`src/rtl/frogger_pkg.sv`:
```
// Shared Frogger definitions: river ride state encoding and screen/frog geometry.
package frogger_pkg;

  localparam logic [10:0] SCREEN_X_MAX = 11'd639;
  localparam logic [10:0] FROG_SIZE    = 11'd32;
  localparam int unsigned TIMER_W      = 8;
  localparam int unsigned FRAMES_W     = 8;

  typedef enum logic [2:0] {
    OFF_ROW = 3'd0,
    GRACE   = 3'd1,
    RIDING  = 3'd2,
    SINKING = 3'd3,
    DROWNED = 3'd4
  } ride_state_t;

  // Saturating increment for the ride frame counter.
  function automatic logic [FRAMES_W-1:0] sat_inc(input logic [FRAMES_W-1:0] v);
    return (v == '1) ? v : v + FRAMES_W'(1);
  endfunction

endpackage

```
`src/rtl/ride_frame_timer.sv`:
```
// Frame countdown: load a start value, decrement toward zero, flag when empty.
module ride_frame_timer
  import frogger_pkg::*;
#(
  parameter int unsigned W = TIMER_W
) (
  input  logic         clk,
  input  logic         rst,
  input  logic         load,
  input  logic [W-1:0] load_val,
  input  logic         dec,
  output logic         zero_c
);

  logic [W-1:0] count;

  // Load wins over decrement; decrement stops at zero.
  always_ff @(posedge clk or posedge rst) begin
    if (rst) begin
      count <= '0;
    end else if (load) begin
      count <= load_val;
    end else if (dec && (count != '0)) begin
      count <= count - W'(1);
    end
  end

  assign zero_c = (count == '0);

endmodule

```
`src/rtl/river_ride_ctrl.sv`:
```
// River row ride controller: carries the frog on a lily pad, times grace/sink, raises drown.
// Optional build macro RIVER_SINK_GRACE_EN enables the SINKING state and its countdown.
module river_ride_ctrl #(
  parameter logic [10:0] ROW_HEIGHT   = 11'd40,
  parameter logic [10:0] SCREEN_X_MAX = frogger_pkg::SCREEN_X_MAX,
  parameter logic [10:0] FROG_SIZE    = frogger_pkg::FROG_SIZE,
  parameter int unsigned GRACE_FRAMES = 2,
  parameter int unsigned SINK_FRAMES  = 8
) (
  input  logic        frame_clk,
  input  logic        Reset,
  input  logic [10:0] Row_Y,
  input  logic [10:0] Frog_X,
  input  logic [10:0] Frog_Y,
  input  logic        LPad_Collision,
  input  logic [5:0]  LPad_Remainder_Count,
  input  logic        Direction,
  input  logic        Respawn_Ack,
  output logic        Ride_Step,
  output logic        Ride_Dir,
  output logic        Drown_Req,
  output logic [2:0]  Ride_State,
  output logic [7:0]  Ride_Frames
);

  import frogger_pkg::*;

  ride_state_t state;
  logic        in_row_c;
  logic        edge_hit_c;
  logic        step_c;
  logic        grace_load_c;
  logic        grace_dec_c;
  logic        grace_zero_c;
  logic [11:0] row_end_c;

  // 12-bit geometry so Row_Y + ROW_HEIGHT cannot wrap.
  always_comb begin
    row_end_c  = {1'b0, Row_Y} + {1'b0, ROW_HEIGHT};
    in_row_c   = ({1'b0, Frog_Y} >= {1'b0, Row_Y}) && ({1'b0, Frog_Y} < row_end_c);
    edge_hit_c = Direction ? ((12'(Frog_X) + 12'(FROG_SIZE)) > 12'(SCREEN_X_MAX))
                           : (Frog_X == 11'd0);
    step_c     = (state == RIDING) && LPad_Collision &&
                 (LPad_Remainder_Count == 6'd0) && !edge_hit_c;
  end

  always_comb begin
    grace_load_c = (state == OFF_ROW) && in_row_c;
    grace_dec_c  = (state == GRACE) && in_row_c && !grace_zero_c;
  end

  ride_frame_timer #(.W(TIMER_W)) u_grace_timer (
    .clk      (frame_clk),
    .rst      (Reset),
    .load     (grace_load_c),
    .load_val (TIMER_W'(GRACE_FRAMES - 1)),
    .dec      (grace_dec_c),
    .zero_c   (grace_zero_c)
  );

`ifdef RIVER_SINK_GRACE_EN
  logic sink_load_c;
  logic sink_dec_c;
  logic sink_zero_c;

  always_comb begin
    sink_load_c = in_row_c && !LPad_Collision &&
                  ((state == RIDING) || ((state == GRACE) && grace_zero_c));
    sink_dec_c  = (state == SINKING) && in_row_c && !LPad_Collision && !sink_zero_c;
  end

  ride_frame_timer #(.W(TIMER_W)) u_sink_timer (
    .clk      (frame_clk),
    .rst      (Reset),
    .load     (sink_load_c),
    .load_val (TIMER_W'(SINK_FRAMES - 1)),
    .dec      (sink_dec_c),
    .zero_c   (sink_zero_c)
  );

  localparam ride_state_t LOST_STATE = SINKING;
`else
  localparam ride_state_t LOST_STATE = DROWNED;
`endif

  // Ride FSM with registered step/dir/drown/frame-count outputs.
  always_ff @(posedge frame_clk or posedge Reset) begin
    if (Reset) begin
      state       <= OFF_ROW;
      Ride_Step   <= 1'b0;
      Ride_Dir    <= 1'b0;
      Drown_Req   <= 1'b0;
      Ride_Frames <= '0;
    end else begin
      Ride_Dir  <= Direction;
      Ride_Step <= step_c;
      if (step_c) begin
        Ride_Frames <= sat_inc(Ride_Frames);
      end
      case (state)
        OFF_ROW: begin
          if (in_row_c) begin
            state       <= GRACE;
            Ride_Frames <= '0;
          end
        end
        GRACE: begin
          if (!in_row_c) begin
            state <= OFF_ROW;
          end else if (grace_zero_c) begin
            state     <= LPad_Collision ? RIDING : LOST_STATE;
            Drown_Req <= !LPad_Collision && (LOST_STATE == DROWNED);
          end
        end
        RIDING: begin
          if (!in_row_c) begin
            state <= OFF_ROW;
          end else if (!LPad_Collision) begin
            state     <= LOST_STATE;
            Drown_Req <= (LOST_STATE == DROWNED);
          end else if (edge_hit_c) begin
            state     <= DROWNED;
            Drown_Req <= 1'b1;
          end
        end
`ifdef RIVER_SINK_GRACE_EN
        SINKING: begin
          if (!in_row_c) begin
            state <= OFF_ROW;
          end else if (LPad_Collision) begin
            state <= RIDING;
          end else if (sink_zero_c) begin
            state     <= DROWNED;
            Drown_Req <= 1'b1;
          end
        end
`endif
        DROWNED: begin
          if (Respawn_Ack) begin
            state     <= OFF_ROW;
            Drown_Req <= 1'b0;
          end
        end
        default: begin
          state     <= OFF_ROW;
          Drown_Req <= 1'b0;
        end
      endcase
    end
  end

  assign Ride_State = 3'(state);

endmodule

```
`config.mk`:
```
export PLATFORM = sky130hd
export DESIGN_NAME = river_ride_ctrl
export DESIGN_NICKNAME = d
export VERILOG_FILES = /design/src/rtl/frogger_pkg.sv /design/src/rtl/ride_frame_timer.sv /design/src/rtl/river_ride_ctrl.sv
export SDC_FILE = /design/constraint.sdc
export NUM_CORES = 1
export LEC_CHECK = 0
export BUFFER_PORTS_ARGS = -buffer_cell sky130_fd_sc_hd__buf_4
export CAP_MARGIN = 20
export CORE_ASPECT_RATIO = 1.75
export CORE_MARGIN = 2
export CORE_UTILIZATION = 45
export CTS_BUF_LIST = sky130_fd_sc_hd__clkbuf_16
export DETAILED_ROUTE_END_ITERATION = 8
export MAX_ROUTING_LAYER = met4
export PLACE_DENSITY = 0.71
export SLEW_MARGIN = 25
export SYNTH_ARGS = -nofsm -noshare
export SYNTH_HDL_FRONTEND = slang
export SYNTH_SLANG_ARGS = --single-unit
```
`constraint.sdc`:
```
create_clock -name frame_clk -period 3.4 [get_ports frame_clk]
set_input_delay 0.68 -clock frame_clk [delete_from_list [all_inputs] [get_ports frame_clk]]
set_output_delay 0.68 -clock frame_clk [all_outputs]
set_load 0.05 [all_outputs]
```
==> reports/results.txt <==
Status - completed
Synth warn - 0
Hold Crit Class - reg2reg
Finished Layout Cells - 329
Drt initial violations - 16
Die height - 89.66 um
Post-CTS setup buffers - 0
FF+latch count, synth - 22
Max Freq - 347.7 MHz
CP max FO - 20
CP required - 3.57 ns
Worst Hold Path Cells - 1
Die footprint - 0.004748 mm2
Worst Hold Path EP - u_grace_timer.count[7]
Hold-fix buffers, CTS - 0
Placed Instances - 325
Layout cells sized above 1 - 0.2607
Worst slew pin tran - 0.8509 ns
Largest net degree at the start of global routing - 23
Hold slack - 0.4896 ns
Seq/Total Area, Yosys - 0.2918
Setup violations, final - 0
R2R setup slack - 1.16 ns
Fillers - 382
PwrDens - 394.2 mW/mm2
Placer congestion estimate - 0.8491
Worst Skew - 0.003089 ns
CTS tree - done
Final Util - 0.6095
Total power - 978.7 uW
Crit path launch type - primary input
Slowest cell delay on critical path - 0.50 ns
Detailed-route DRC error count - 0
Initial core utilization - 0.4633
CTS buffer count - 3
R2R Path End - Ride_Frames[6]
Number of global-route vias before repair - 1789
Crit path arrival time - 3.05 ns
Nets - 349
Vias per cell - 5.608
Width of the die - 52.95 um
H-tree depth - 1
GR Util All Layers - 0.2020
FP Rows - 31
Worst-path clk slew - 0.06 ns
Syn_nets - 291
Post-Syn Area - 0.001887 mm2
RSZ-0062 raised after global routing - false
Period minus WS final - 2.876 ns
IO buf count - 57
Syn Inst Count - 223
R2R depth - 7
Multi-input logic area - 0.001231 mm2
Number of hold-slack violations in the final timing report - 0
DRT Pass-1 Iters - 3
Relative slew slack - 0.4321
Routed wire per std cell - 13.16 um
IO Count - 58
Part of the cycle the worst path needs - 0.8460
Initial antenna violation count - 0
Deepest clock path buffer count - 2
Mean Syn Cell Area - 8.461 um2
CORE AREA - 0.004073 mm2
Wirelength, routed - 4.330 mm
Area Growth Syn to Fin - 31.56%
Total area of sequential cells - 550.5 um2
Post-DP HPWL - 3.588 mm
Max Slew Vio Count - 0
VDD IR max - 422.8 uV
Distinct cells, synth - 47
ANT cells - 0
First-pass GRT wire length - 7.134 mm
Setup TNS - 0 ns
Total leakage power - 0.001206 uW
Critical path class - in2reg
HP Start - u_grace_timer.count[7]
Grt total ovfl - 0
CP max-delay cell - or4_1
Clock sink count - 22
Post-CTS resize count - 0
Crit end category - register
Cell Chain, Critical Path - buf_4 -> ha_1 -> o2111ai_1 -> xnor2_1 -> ha_1 -> a211oi_1 -> o21ai_0 -> a21oi_1 -> o211ai_1 -> buf_12 -> or4_1 -> o211ai_1
R2R Path Start - Ride_State[0]
CTS Root Cell - clkbuf_16
Final ANT Viol Nets - 0
Clock latency on the worst-skew pair - 0.25 ns
Routed vias - 1845
Max_cap viols - 0
through the flow:
step                instance area (um2)  setup slack [ns]
floorplan                          1887            0.5277
global placement                   2377            0.2872
detailed placement                 2377            0.2505
CTS                                2482            0.5134
global route                       2482            0.3155
finish                             2482            0.5236
cell usage in the layout, fill, tap and decap left out, drive strengths merged, types with 2 or more instances in the layout:
cell type | synthesis | final
or4 | 2 | 2
o211ai | 3 | 3
nor4b | 2 | 2
nor4 | 4 | 4
o21ai | 16 | 16
nand3 | 5 | 5
dfrtp | 22 | 22
and3 | 2 | 2
nor2b | 3 | 3
a211oi | 2 | 2
o31ai | 4 | 4
nor3 | 12 | 12
nand4 | 2 | 2
xnor2 | 7 | 7
clkbuf | 3 | 3
nand2b | 3 | 3
nand4bb | 2 | 2
mux2i | 2 | 2
nand2 | 16 | 16
buf | 3 | 59
ha | 24 | 24
a21oi | 18 | 18
o41ai | 2 | 2
xor2 | 4 | 4
nor2 | 22 | 22
o2111ai | 2 | 2
inv | 21 | 21
synth_stat cells, drive strengths merged:
master / number / share of area
and3: 2 / 0.0066
xnor2: 7 / 0.032
o2111ai: 2 / 0.0093
or3: 1 / 0.0033
and4bb: 1 / 0.0066
o31ai: 4 / 0.016
a32oi: 1 / 0.0046
buf: 3 / 0.0080
nor4: 4 / 0.013
and4: 1 / 0.0060
inv: 21 / 0.042
ha: 24 / 0.16
xor2: 4 / 0.019
o21bai: 1 / 0.0040
nor2: 22 / 0.044
nor4b: 2 / 0.013
a22oi: 1 / 0.0040
nand2b: 3 / 0.0099
o311ai: 1 / 0.014
nand4bb: 2 / 0.015
or4b: 1 / 0.0073
a31oi: 1 / 0.0033
nor2b: 3 / 0.0099
o41ai: 2 / 0.0093
o211ai: 3 / 0.012
nand3: 5 / 0.013
clkbuf: 3 / 0.0060
o22ai: 1 / 0.0033
a21o: 1 / 0.0040
a211oi: 2 / 0.0080
or4: 2 / 0.0080
or2: 1 / 0.0046
o21a: 1 / 0.0040
a21oi: 18 / 0.048
dfrtp: 22 / 0.29
nand2: 16 / 0.033
and3b: 1 / 0.0046
nand4: 2 / 0.0066
nor3: 12 / 0.034
o21ai: 16 / 0.044
mux2i: 2 / 0.011
o311a: 1 / 0.0053
per-layer routing:
layer / vias up / part of all wire / GRT usage
met5: - / 0 / -
met4: 0 / 0.020 / 0.06993
met3: 8 / 0.047 / 0.01821
met2: 52 / 0.59 / 0.4182
met1: 866 / 0.35 / 0.1786
li1: 919 / - / -
cell families after synthesis:
logic type                 after synthesis  share of synthesized area
muxes                                    2                    0.01061
AOI/OAI and AO/OA                       56                     0.1930
DFF                                     22                     0.2918
adders and majority gates               24                     0.1592
xor gates and xnor gates                11                    0.05106
buffers and inverters                   27                    0.05570
and+or+nand+nor                         81                     0.2387
worst max-delay path by stage:
| stage | start | end | slack, ns | cells past startpoint |
|---|---|---|---|---|
| 6_report | Row_Y[3] | Drown_Req | 0.52 | 12 |
| 5_1_grt | Row_Y[3] | Ride_Frames[7] | 0.32 | 12 |
| 4_1_cts | Row_Y[3] | Ride_Frames[2] | 0.51 | 12 |
| 3_5_place_dp | Row_Y[3] | Drown_Req | 0.25 | 12 |
| 3_3_place_gp | Row_Y[3] | Ride_Frames[7] | 0.29 | 12 |
| 2_1_floorplan | Row_Y[3] | u_grace_timer.count[7] | 0.53 | 13 |
cell type report:
cell class | count | area share
Clock buffer | 3 | 0.03024
Multi-Input combinational cell | 174 | 0.4960
Timing Repair Buffer | 59 | 0.1835
Tap cell | 49 | 0.02470
Clock inverter | 1 | 0.01210
Inverter | 21 | 0.03175
Sequential cell | 22 | 0.2218
power by group:
part / total (uW) / switching [uW] / internal [uW]
Combinational: 327 / 185 / 142
Clock: 328 / 93.8 / 234
Sequential: 325 / 35.1 / 289
registers in the layout (all words and copies together) (netlist names):
name and flops:
Ride_Frames 8, u_grace_timer.count 8, Ride_State 3, Drown_Req 1
Ride_Dir 1, Ride_Step 1
worst max-delay path, delay by kind of cell:
family	cells	cell delay (ns)
fa+ha+maj	2	0.50
simple gates	1	0.50
xor+xnor	1	0.15
compound gates	6	0.91
buf+inv	2	0.30
(Power assumes the default switching activity.)
